==> src/rtl/berger_pkg.sv <==
// Shared defaults and FSM state encoding for the Berger fault-injection campaign.
package berger_pkg;
    localparam int BERGER_DATA_W = 8;
    localparam int BERGER_CODE_W = 12;
    localparam int BERGER_ADDR_W = 4;

    typedef enum logic [2:0] {
        S_IDLE,
        S_WRITE,
        S_RD_ADDR,
        S_RD_SAMPLE,
        S_DONE
    } state_e;
endpackage

==> src/rtl/berger_pattern_gen.sv <==
// Expected memory contents for an address: seed XOR the address replicated across the word.
module berger_pattern_gen #(
    parameter int DATA_W = 8,
    parameter int ADDR_W = 4
) (
    input  logic [DATA_W-1:0] seed_i,
    input  logic [ADDR_W-1:0] addr_i,
    output logic [DATA_W-1:0] exp_o
);
    logic [DATA_W-1:0] rep;

    // {a, a, ...} truncated to DATA_W keeps the low bits, so bit i is a[i mod ADDR_W]
    always_comb begin
        rep = '0;
        for (int i = 0; i < DATA_W; i++) rep[i] = addr_i[i % ADDR_W];
    end

    assign exp_o = seed_i ^ rep;
endmodule

==> src/rtl/berger_fault_campaign.sv <==
// Fill-then-read campaign against the Berger faulty memory, grading each read
// as detected, undetected (silent corruption) or clean.
module berger_fault_campaign
    import berger_pkg::*;
#(
    parameter int DATA_W = BERGER_DATA_W,
    parameter int CODE_W = BERGER_CODE_W,
    parameter int ADDR_W = BERGER_ADDR_W
) (
    input  logic              clk_i,
    input  logic              rst_ni,
    input  logic              start_i,
    input  logic [DATA_W-1:0] pattern_seed_i,
    input  logic [CODE_W-1:0] fault_mask_cfg_i,
    input  logic              fault_zero_to_one_cfg_i,
    output logic [DATA_W-1:0] mem_data_o,
    output logic [ADDR_W-1:0] mem_addr_o,
    output logic              mem_wr_en_o,
    output logic [CODE_W-1:0] mem_fault_mask_o,
    output logic              mem_fault_enable_o,
    output logic              mem_fault_zero_to_one_o,
    input  logic [DATA_W-1:0] mem_rd_data_i,
    input  logic              mem_err_i,
    output logic              busy_o,
    output logic              done_o,
    output logic [ADDR_W:0]   detected_cnt_o,
    output logic [ADDR_W:0]   undetected_cnt_o,
    output logic [ADDR_W:0]   clean_cnt_o,
    output logic [ADDR_W-1:0] first_undetected_addr_o,
    output logic              first_undetected_valid_o
);
    localparam logic [ADDR_W-1:0] LAST_ADDR = '1;

    state_e            state_q;
    logic [ADDR_W-1:0] cnt_q;
    logic [DATA_W-1:0] seed_q;
    logic [CODE_W-1:0] mask_q;
    logic              dir_q;
    logic [ADDR_W:0]   det_q, und_q, cln_q;
    logic [ADDR_W-1:0] first_addr_q;
    logic              first_vld_q;

    logic [DATA_W-1:0] exp_data;
    logic              rd_mismatch;
    logic              in_wr, in_rd;

    // One generator serves both phases: cnt_q is the write address and the read address.
    berger_pattern_gen #(.DATA_W(DATA_W), .ADDR_W(ADDR_W)) u_pattern (
        .seed_i (seed_q),
        .addr_i (cnt_q),
        .exp_o  (exp_data)
    );

    assign rd_mismatch = (mem_rd_data_i != exp_data);

    always_ff @(posedge clk_i) begin
        if (!rst_ni) begin
            state_q      <= S_IDLE;
            cnt_q        <= '0;
            seed_q       <= '0;
            mask_q       <= '0;
            dir_q        <= 1'b0;
            det_q        <= '0;
            und_q        <= '0;
            cln_q        <= '0;
            first_addr_q <= '0;
            first_vld_q  <= 1'b0;
        end else begin
            case (state_q)
                S_IDLE: begin
                    if (start_i) begin
                        seed_q       <= pattern_seed_i;
                        mask_q       <= fault_mask_cfg_i;
                        dir_q        <= fault_zero_to_one_cfg_i;
                        det_q        <= '0;
                        und_q        <= '0;
                        cln_q        <= '0;
                        first_addr_q <= '0;
                        first_vld_q  <= 1'b0;
                        cnt_q        <= '0;
                        state_q      <= S_WRITE;
                    end
                end
                S_WRITE: begin
                    cnt_q <= cnt_q + 1'b1;
                    if (cnt_q == LAST_ADDR) begin
                        cnt_q   <= '0;
                        state_q <= S_RD_ADDR;
                    end
                end
                S_RD_ADDR: state_q <= S_RD_SAMPLE;
                S_RD_SAMPLE: begin
                    // An error flag wins even when the data happens to match.
                    if (mem_err_i) begin
                        det_q <= det_q + 1'b1;
                    end else if (rd_mismatch) begin
                        und_q <= und_q + 1'b1;
                        if (!first_vld_q) begin
                            first_addr_q <= cnt_q;
                            first_vld_q  <= 1'b1;
                        end
                    end else begin
                        cln_q <= cln_q + 1'b1;
                    end
                    if (cnt_q == LAST_ADDR) begin
                        state_q <= S_DONE;
                    end else begin
                        cnt_q   <= cnt_q + 1'b1;
                        state_q <= S_RD_ADDR;
                    end
                end
                S_DONE:  state_q <= S_IDLE;
                default: state_q <= S_IDLE;
            endcase
        end
    end

    // Memory-side outputs are pure decodes of registered state, zero outside their phase.
    always_comb begin
        in_wr = (state_q == S_WRITE);
        in_rd = (state_q == S_RD_ADDR) || (state_q == S_RD_SAMPLE);

        mem_wr_en_o             = in_wr;
        mem_addr_o              = (in_wr || in_rd) ? cnt_q : '0;
        mem_data_o              = in_wr ? exp_data : '0;
        mem_fault_enable_o      = in_rd;
        mem_fault_mask_o        = in_rd ? mask_q : '0;
        mem_fault_zero_to_one_o = in_rd ? dir_q : 1'b0;
        busy_o                  = in_wr || in_rd;
        done_o                  = (state_q == S_DONE);
    end

    assign detected_cnt_o           = det_q;
    assign undetected_cnt_o         = und_q;
    assign clean_cnt_o              = cln_q;
    assign first_undetected_addr_o  = first_addr_q;
    assign first_undetected_valid_o = first_vld_q;
endmodule

==> config.mk <==
export PLATFORM = sky130hd
export DESIGN_NAME = berger_fault_campaign
export DESIGN_NICKNAME = d
export VERILOG_FILES = /design/src/rtl/berger_pkg.sv /design/src/rtl/berger_pattern_gen.sv /design/src/rtl/berger_fault_campaign.sv
export SDC_FILE = /design/constraint.sdc
export NUM_CORES = 1
export LEC_CHECK = 0
export BUFFER_PORTS_ARGS = -buffer_cell sky130_fd_sc_hd__buf_2
export CAP_MARGIN = 20
export CORE_MARGIN = 2
export CORE_UTILIZATION = 25
export DETAILED_ROUTE_END_ITERATION = 16
export MAX_ROUTING_LAYER = met4
export PLACE_DENSITY = 0.55
export SLEW_MARGIN = 20
export SYNTH_ARGS = -nofsm -noshare
export SYNTH_HDL_FRONTEND = slang
export SYNTH_HIERARCHICAL = 1
export SYNTH_SLANG_ARGS = --single-unit
==> constraint.sdc <==
create_clock -name clk_i -period 2.7 [get_ports clk_i]
set_clock_uncertainty 0.15 [all_clocks]
set_input_delay 0.54 -clock clk_i [delete_from_list [all_inputs] [get_ports clk_i]]
set_output_delay 0.54 -clock clk_i [all_outputs]
set_load 0.005 [all_outputs]
==> results of run 1 <==
==> power by group through the flow <==
stage | Clock, W | Combinational [W] | Sequential, W
global placement | 0 | 0.000162 | 0.000763
CTS | 0.000486 | 0.000164 | 0.000748
finish | 0.000463 | 0.000161 | 0.000747
floorplan | 0 | 0.000113 | 0.000757
detailed placement | 0 | 0.000164 | 0.000764
global route | 0.000509 | 0.000182 | 0.000751
==> layout by cell type, fill, tap and decap left out, types with 2 or more instances in the layout <==
cell / n
dfxtp_1: 48
nand3_1: 11
nand3b_1: 3
nand4_1: 4
or2_2: 3
nor3_1: 4
clkbuf_8: 7
buf_2: 81
o21ai_0: 4
inv_1: 2
o31ai_1: 3
a22oi_1: 2
xor2_1: 11
mux2i_1: 5
nor2b_1: 4
and2_1: 27
xnor2_1: 10
buf_4: 4
nand2_1: 56
ha_1: 4
a21oi_1: 31
nor2_1: 21
a22o_1: 3
==> tightest hold or removal path, delay by kind of cell, from the launching register on <==
family          cells  cell delay, ns
compound gates      1            0.05
flops               1            0.31
simple gates        1            0.05
==> metal layers <==
metal | global-route usage (%) | vias to the layer above | wire [um]
met5 | - | - | 0
met4 | 3.12 | 0 | 45
met3 | 3.38 | 4 | 318
met2 | 20.7 | 50 | 2950
met1 | 15.4 | 1024 | 2830
li1 | - | 1122 | -
==> cell type report <==
cell class                      instances  area (um^2)
Timing Repair Buffer                   85          435
Tap cell                              111          139
Sequential cell                        48          961
Fill cell                            1004         6250
Inverter                                3         11.3
Multi-Input combinational cell        224         1310
Clock buffer                            7         96.3
==> worst max path at each step <==
stage	start	endpoint	slack [ns]	cells after the start
finish	state_q[0]$_SDFFE_PN0P_	mem_data_o[2]	0.27	4
global route	state_q[0]$_SDFFE_PN0P_	mem_data_o[4]	0.09	4
CTS	state_q[0]$_SDFFE_PN0P_	mem_data_o[2]	0.27	4
detailed placement	cnt_q[0]$_SDFFE_PN0P_	clean_cnt_o[0]$_SDFFE_PN0P_	0.38	6
global placement	cnt_q[0]$_SDFFE_PN0P_	clean_cnt_o[0]$_SDFFE_PN0P_	0.45	6
floorplan	cnt_q[0]$_SDFFE_PN0P_	clean_cnt_o[0]$_SDFFE_PN0P_	0.69	6
==> cells in the mapped netlist, drive strengths merged <==
cell type / count / area share, %
a211o: 1 / 0.37
a211oi: 1 / 0.32
a21o: 1 / 0.32
a21oi: 31 / 6.6
a22o: 3 / 1.1
a22oi: 2 / 0.64
a31o: 1 / 0.37
a31oi: 1 / 0.27
and2: 27 / 7.2
and3: 1 / 0.27
buf: 7 / 2.3
clkbuf: 7 / 1.1
clkinv: 1 / 0.16
dfxtp: 48 / 41
ha: 4 / 2.1
inv: 2 / 0.32
mux2: 1 / 0.48
mux2i: 5 / 2.1
nand2: 56 / 8.9
nand2b: 1 / 0.27
nand3: 12 / 2.8
nand3b: 3 / 0.95
nand4: 4 / 1.1
nor2: 22 / 3.6
nor2b: 4 / 1.1
nor3: 4 / 0.85
nor4: 1 / 0.90
o211ai: 1 / 0.32
o21ai: 5 / 1.1
o21bai: 1 / 0.32
o2bb2ai: 1 / 0.37
o31ai: 3 / 0.95
or2: 4 / 1.2
or3b: 2 / 0.85
xnor2: 10 / 3.7
xor2: 11 / 4.1
==> cell families after synthesis <==
family / Yosys count / share of synthesized area [%]
AND/OR/NAND/NOR: 141 / 29.8
flip-flops: 48 / 40.7
multiplexers: 6 / 2.60
adder cells (fa/ha/maj): 4 / 2.12
AO/OA/AOI/OAI: 52 / 13.0
XOR/XNOR: 21 / 7.80
buffers and inverters: 17 / 3.93
==> state kept, by name, indices dropped and copies added (netlist names) <==
name                      count
state_q                       3
seed_q                        8
first_undetected_addr_o       4
dir_q                         1
mask_q                       12
detected_cnt_o                5
cnt_q                         4
undetected_cnt_o              5
first_undetected_valid_o      1
clean_cnt_o                   5
==> metrics by stage <==
stage	worst slack (ns)	cells	hold WS, ns	total power [W]
after floorplan	0.689	289	0.282	0.000870
after global placement	0.449	471	0.288	0.000925
after detailed placement	0.376	471	0.293	0.000928
after CTS	0.266	478	0.306	0.00140
after global routing	0.0900	478	0.311	0.00144
final	0.275	478	0.304	0.00137
==> run_results.csv, run 1 <==
group,metric,value,unit
die,ioPinCount,82,
die,fp.dieH,101,um
place,gp_congestion,0.841,
critical_path,cp_slowest_cell,"dfxtp_1",
cts,cts_tree,"yes",
logic_synthesis,ys_ff_latch,48,
logic_synthesis,synth_seq_area_share,40.7,%
global_route,grt_pass1_vias,2082,
power_and_ir_drop,intPower,0.00103,W
cts,cts-root-buf,"clkbuf_8",
cells_and_area,final_cell_area,2950,um^2
critical_path,cp_max_fo,11,
critical_path,cp_num_buf_inv,1,
critical_path,reg2reg_from,"cnt_q[3]$_SDFFE_PN0P_",
cts,cts_hold_buf,0,
cts,post-cts-setup-buffers,0,
power_and_ir_drop,seqPwrFrac,54.5,%
die,rows,35,
cts,clk_pin_slew_worst_paths,0.09,ns
worst_hold_path,hold_depth,2,
timing,setup_viol,0,
timing,finalCritPeriodShare,89.8,%
detailed_routing,post_drt_wl_per_cell,12.9,um
cells_and_area,post_route_cells_drive_above_1_share,27.5,%
timing,period_needed,2.43,ns
timing,max_freq,0.412,GHz
global_route,overflow,0,
critical_path,critPathKind,"reg -> out",
cts,ctsHtreeMaxLevel,2,
critical_path,end_kind,"output port",
power_and_ir_drop,power_density,465,nW/um^2
detailed_routing,drt-pass1-iter-count,4,
power_and_ir_drop,p_sw_share,25.1,%
logic_synthesis,syn_area_per_cell,8.16,um^2
cts,clk_path_buf_depth,2,
cts,insertion_delay,0.29,ns
worst_hold_path,min_from,"mask_q[11]$_SDFFE_PN0P_",
detailed_routing,vias,2200,
logic_synthesis,syn-num-nets,326,
critical_path,r2r_cells,6,
timing,finalSetupTns,0,ns
power_and_ir_drop,p_switching,0.000344,W
status,outcome,"completed",
critical_path,cpLargestDelayFamily,"simple AND/OR/NAND/NOR gates",
detailed_routing,post-route-drc-count,0,
die,die_w,101,um
cells_and_area,finalNetCount,404,
timing,maxSlewViolCount,0,
timing,rsz0062_at_grt,"no",
worst_hold_path,holdCritPathClass,"reg -> reg",
critical_path,worst_r2r_endpoint,"clean_cnt_o[0]$_SDFFE_PN0P_",
timing,relSlewSlack,69.4,%
power_and_ir_drop,clock_power_share,33.8,%
power_and_ir_drop,leakage,1.35,nW
place,dp_hpwl,4630,um
global_route,grt_max_degree,31,
power_and_ir_drop,ir_worst_vdd,204,uV
critical_path,cp_cell_sequence,"nand2b_1 -> nor2_1 -> and2_1 -> buf_2",
detailed_routing,first_iter_violations,79,
worst_hold_path,min_to,"mask_q[11]$_SDFFE_PN0P_",
global_route,globalRouteTotalUtil,12.6,%
detailed_routing,wl,6150,um
cts,cts_inserted_buffers,5,
global_route,grt_first_pass_wirelength,9920,um
logic_synthesis,ys_warn_count,6,
timing,tightest_slew,0.456,ns
cts,clkSinkCount,48,
power_and_ir_drop,p_comb_share,11.7,%
global_route,antenna_found_initial,0,
logic_synthesis,synth_area,2360,um^2
critical_path,cp_data_arrival_time,1.74,ns
cells_and_area,area_delta_synth_final,25.0,%
critical_path,r2r_slack,0.40,ns
detailed_routing,via_per_inst,4.60,
place,placed_area,2850,um^2
detailed_routing,ant_nets,0,
run,cap_viol_max_count,0,
critical_path,cpPeakStageDelay,0.53,ns
cells_and_area,insertedDiodeCount,0,
logic_synthesis,ys_types,44,
critical_path,required,2.01,ns
place,portBuffers,81,
cts,cts_resized,0,
die,initial_core_util,25.6,%
critical_path,startpoint_type,"flop",
logic_synthesis,postSynthCellCount,289,
timing,hold_viol,0,
die,design.core.area,9200,um^2
cells_and_area,fin_util,32.1,%
die,dieArea,10200,um^2
Note: power is estimated with default switching activity, not from simulation.
==> inputs of run 2 (changes only) <==
--- a/config.mk
+++ b/config.mk
@@ -8,10 +8,11 @@
 export BUFFER_PORTS_ARGS = -buffer_cell sky130_fd_sc_hd__buf_2
 export CAP_MARGIN = 20
 export CORE_MARGIN = 2
-export CORE_UTILIZATION = 25
+export CORE_UTILIZATION = 50
 export DETAILED_ROUTE_END_ITERATION = 16
 export MAX_ROUTING_LAYER = met4
-export PLACE_DENSITY = 0.55
+export PLACE_DENSITY = 0.89
+export RECOVER_POWER = 25
 export SLEW_MARGIN = 20
 export SYNTH_ARGS = -nofsm -noshare
 export SYNTH_HDL_FRONTEND = slang
==> run_results.csv, run 2 (synthesis gave the netlist of run 1 again) <==
group,metric,value,unit
global_route,globalRouteTotalUtil,23.1,%
detailed_routing,route.met3.wl,298,um
status,outcome,"completed",
cells_and_area,top_regs,"mask_q x12, seed_q x8",
timing,whs,0.306,ns
timing,tightest_slew,0.779,ns
timing,relSlewSlack,48.1,%
place,gp_congestion,0.865,
power_and_ir_drop,p_sw_share,24.3,%
power_and_ir_drop,p_switching,0.000344,W
cells_and_area,finalNetCount,405,
worst_hold_path,holdCritPathClass,"reg -> reg",
cells_and_area,layout_common_cells,"buf_2 (67), nand2_1 (56), dfxtp_1 (48)",
detailed_routing,drt-pass1-iter-count,4,
global_route,grt_first_pass_wirelength,9500,um
global_route,grt_pass1_vias,2222,
cts,cts_hold_buf,0,
timing,finalSetupTns,0,ns
cts,clk_pin_slew_worst_paths,0.09,ns
cts,post-cts-setup-buffers,0,
cts,ctsHtreeMaxLevel,2,
power_and_ir_drop,intPower,0.00107,W
timing,rsz0062_at_grt,"no",
cells_and_area,largest_reg_flops,12,
detailed_routing,wl_met1,2390,um
timing,setup_viol,0,
detailed_routing,wl_met2,2730,um
cts,clkSinkCount,48,
cells_and_area,layout_commonest_cell,"buf_2",
timing,period_needed,2.47,ns
critical_path,cp_max_fo,11,
global_route,overflow,0,
die,fp.dieH,72.7,um
timing,hold_viol,0,
power_and_ir_drop,power_density,494,nW/um^2
cts,cts_inserted_buffers,5,
critical_path,end_kind,"output port",
power_and_ir_drop,p_comb_share,11.3,%
cts,clk_path_buf_depth,2,
cells_and_area,area_delta_synth_final,21.6,%
detailed_routing,ant_nets,0,
cells_and_area,multi_input_area,1310,um^2
cells_and_area,final_cell_area,2870,um^2
cts,cts-root-buf,"clkbuf_8",
run,cap_viol_max_count,0,
detailed_routing,vias,2239,
detailed_routing,top_layer,"met4",
cells_and_area,n_fill_cell,397,
power_and_ir_drop,power,0.00142,W
critical_path,required,2.01,ns
cts,cts_tree,"yes",
detailed_routing,post_drt_wl_per_cell,13.1,um
cells_and_area,regArea,961,um^2
cts,insertion_delay,0.30,ns
die,die_w,72.7,um
power_and_ir_drop,ir_worst_vdd,284,uV
die,initial_core_util,53.1,%
place,placed_area,2790,um^2
detailed_routing,via_per_inst,5.32,
critical_path,startpoint_type,"flop",
timing,finalCritPeriodShare,91.4,%
timing,fin_ws,0.233,ns
die,ioPinCount,82,
global_route,grt_max_degree,31,
die,rows,24,
timing,max_freq,0.405,GHz
cells_and_area,post_route_cells_drive_above_1_share,23.3,%
cells_and_area,insertedDiodeCount,0,
die,design.core.area,4440,um^2
power_and_ir_drop,leakage,1.30,nW
die,dieArea,5280,um^2
detailed_routing,wl,5530,um
place,pre_cts_ws,0.390,ns
power_and_ir_drop,clock_power_share,36.0,%
cells_and_area,largest-register,"mask_q",
detailed_routing,post-route-drc-count,0,
global_route,antenna_found_initial,0,
power_and_ir_drop,seqPwrFrac,52.7,%
detailed_routing,first_iter_violations,96,
critical_path,cp_data_arrival_time,1.78,ns
cts,cts_resized,0,
place,dp_hpwl,4100,um
place,portBuffers,81,
timing,maxSlewViolCount,0,
critical_path,critPathKind,"reg -> out",
## run 2: cell count changes in the layout (fill, tap and decap cells not counted)
cell | previous run | this run
clkbuf_1 | 0 | 17
clkinv_2 | 0 | 1
buf_4 | 4 | 3
buf_2 | 81 | 67
bufinv_16 | 0 | 1
clkbuf_8 | 7 | 5
## run 2: critical path, cell delays in order (launching register included)
cell and delay (ns):
dfxtp_1 0.52, nand2b_1 0.18, nor2_1 0.42, and2_1 0.23, buf_2 0.12
## run 2: final timing paths
path | slack (ns) | cells after the start | start | endpoint
max | 0.23 | 4 | state_q[0]$_SDFFE_PN0P_ | mem_data_o[3]
min | 0.31 | 2 | mask_q[0]$_SDFFE_PN0P_ | mask_q[0]$_SDFFE_PN0P_
max reg2reg | 0.34 | 6 | cnt_q[0]$_SDFFE_PN0P_ | clean_cnt_o[0]$_SDFFE_PN0P_
min reg2reg | 0.31 | 2 | mask_q[0]$_SDFFE_PN0P_ | mask_q[0]$_SDFFE_PN0P_
## run 2: final cells by class
type                            count  area share [%]
Clock inverter                      2            1.22
Timing Repair Buffer               86            14.6
Multi-Input combinational cell    224            45.5
Clock buffer                        6            2.53
Tap cell                           52            2.27
Sequential cell                    48            33.5
Inverter                            3           0.393
## run 2: power groups by stage
stage | clock, W | sequential (W) | combinational (W)
finish | 0.000511 | 0.000747 | 0.000159
CTS | 0.000519 | 0.000747 | 0.000162
global placement | 0 | 0.000763 | 0.000156
detailed placement | 0 | 0.000764 | 0.000161
floorplan | 0 | 0.000757 | 0.000113
global route | 0.000549 | 0.000750 | 0.000180
## run 2: per-stage QoR
stage                     cells  util, %
final                       421     64.5
after global routing        421     64.5
after CTS                   421     65.1
after detailed placement    413     62.7
after global placement      413     62.7
after floorplan             289        -
## run 2: metal layers
layer | up-vias | GRT usage (%)
met2 | 66 | 38.6
met3 | 12 | 4.42
met4 | 0 | 8.64
met5 | - | -
met1 | 1041 | 27.6
li1 | 1120 | -
==> inputs of run 3 (changes only) <==
--- a/config.mk
+++ b/config.mk
@@ -13,6 +13,7 @@
 export MAX_ROUTING_LAYER = met4
 export PLACE_DENSITY = 0.89
 export RECOVER_POWER = 25
+export SETUP_SLACK_MARGIN = 0.5
 export SLEW_MARGIN = 20
 export SYNTH_ARGS = -nofsm -noshare
 export SYNTH_HDL_FRONTEND = slang
==> run_results.csv, run 3 (synthesis gave the netlist of run 1 again) <==
group,metric,value,unit
status,outcome,"completed",
cts,ctsHtreeMaxLevel,2,
global_route,overflow,0,
cts,cts-root-buf,"clkbuf_8",
cells_and_area,largest-register,"mask_q",
detailed_routing,ant_nets,0,
power_and_ir_drop,leakage,1.31,nW
power_and_ir_drop,ir_worst_vdd,281,uV
timing,relSlewSlack,48.7,%
cells_and_area,layout_common_cells,"buf_2 (67), nand2_1 (56), dfxtp_1 (41)",
detailed_routing,post-route-drc-count,0,
run,cap_viol_max_count,0,
timing,finalCritPeriodShare,82.0,%
place,portBuffers,81,
cells_and_area,finalNetCount,408,
die,design.core.area,4440,um^2
cells_and_area,n_fill_cell,385,
cells_and_area,regArea,970,um^2
worst_hold_path,holdCritPathClass,"reg -> reg",
critical_path,reg2reg_from,"cnt_q[2]$_SDFFE_PN0P_",
die,die_w,72.7,um
cts,clk_pin_slew_worst_paths,0.08,ns
global_route,grt_max_degree,31,
die,dieArea,5280,um^2
critical_path,setup.worst_path.start,"rst_ni",
timing,setup_viol,0,
detailed_routing,post_drt_wl_per_cell,13.5,um
cells_and_area,area_delta_synth_final,23.8,%
power_and_ir_drop,power,0.00143,W
detailed_routing,wl,5720,um
critical_path,required,2.80,ns
global_route,antenna_found_initial,0,
cells_and_area,multi_input_area,1330,um^2
cts,cts_inserted_buffers,5,
timing,rsz0062_at_grt,"yes",
die,ioPinCount,82,
place,gp_congestion,0.865,
global_route,globalRouteTotalUtil,23.4,%
die,fp.dieH,72.7,um
power_and_ir_drop,power_density,488,nW/um^2
timing,period_needed,2.22,ns
critical_path,cp_data_arrival_time,2.31,ns
place,dp_hpwl,4100,um
critical_path,end_kind,"flop",
cells_and_area,top_regs,"mask_q x12, seed_q x8",
detailed_routing,via_per_inst,5.33,
global_route,grt_first_pass_wirelength,9570,um
timing,maxSlewViolCount,0,
cts,cts_tree,"yes",
cts,clk_path_buf_depth,2,
worst_hold_path,min_from,"mask_q[0]$_SDFFE_PN0P_",
cts,insertion_delay,0.30,ns
critical_path,cp_max_fo,17,
timing,max_freq,0.451,GHz
cts,clkSinkCount,48,
timing,hold_viol,0,
timing,tightest_slew,0.769,ns
global_route,grt_pass1_vias,2239,
die,rows,24,
detailed_routing,first_iter_violations,95,
critical_path,startpoint_type,"input pin",
cells_and_area,layout_commonest_cell,"buf_2",
detailed_routing,drt-pass1-iter-count,4,
cells_and_area,insertedDiodeCount,0,
cells_and_area,post_route_cells_drive_above_1_share,26.9,%
cts,cts_hold_buf,0,
cells_and_area,largest_reg_flops,12,
timing,finalSetupTns,0,ns
critical_path,critPathKind,"in -> reg",
detailed_routing,vias,2262,
die,initial_core_util,53.1,%
cells_and_area,fin_util,65.7,%
## run 3: worst max-delay path, stage by stage
cell,delay (ns)
clkbuf_1,0.57
clkinv_1,0.49
clkbuf_1,0.30
nor2_1,0.24
a22o_1,0.17
## run 3: final cells by class
class / instances / share of cell area [%]
inverter: 3 / 0.386
tap: 52 / 2.23
clock buffer: 6 / 2.49
clock inverter: 2 / 1.20
multi-input combinational: 225 / 45.7
timing repair buffer: 88 / 14.8
sequential: 48 / 33.2
## run 3: timing repair
| action | 4_1_cts | 5_1_grt |
|---|---|---|
| pin swaps | 2 | 1 |
| gates cloned | 0 | 1 |
| setup buffers | 2 | 0 |
| resized for setup | 4 | 8 |
| endpoints found under the setup margin | 15 | 39 |
## run 3: per-layer routing
metal / vias up / track usage (%) / part of all wire [%]
li1: 1128 / - / -
met1: 1048 / 27.7 / 42
met2: 75 / 39.3 / 50
met3: 11 / 4.42 / 5.8
met4: 0 / 8.85 / 1.8
met5: - / - / 0
## run 3: metrics by stage
step | setup WS [ns] | area, um^2 | hold slack [ns] | std cells
floorplan | 0.689 | 2360 | 0.282 | 289
global placement | 0.488 | 2790 | 0.288 | 413
detailed placement | 0.390 | 2790 | 0.293 | 413
CTS | 0.467 | 2920 | 0.305 | 423
global route | 0.282 | 2920 | 0.315 | 424
finish | 0.485 | 2920 | 0.304 | 424
## run 3: where the power goes
group          switching, W  internal (W)
Combinational     0.0000952     0.0000718
Clock              0.000236      0.000275
Sequential        0.0000179      0.000730
Total              0.000349       0.00108
## run 3: worst paths after layout
kind / cells past startpoint / slack (ns) / endpoint
max reg2reg: 6 / 0.61 / first_undetected_addr_o[1]$_SDFFE_PN0P_
min: 2 / 0.30 / mask_q[0]$_SDFFE_PN0P_
min reg2reg: 2 / 0.30 / mask_q[0]$_SDFFE_PN0P_
max: 5 / 0.48 / undetected_cnt_o[2]$_SDFFE_PN0P_
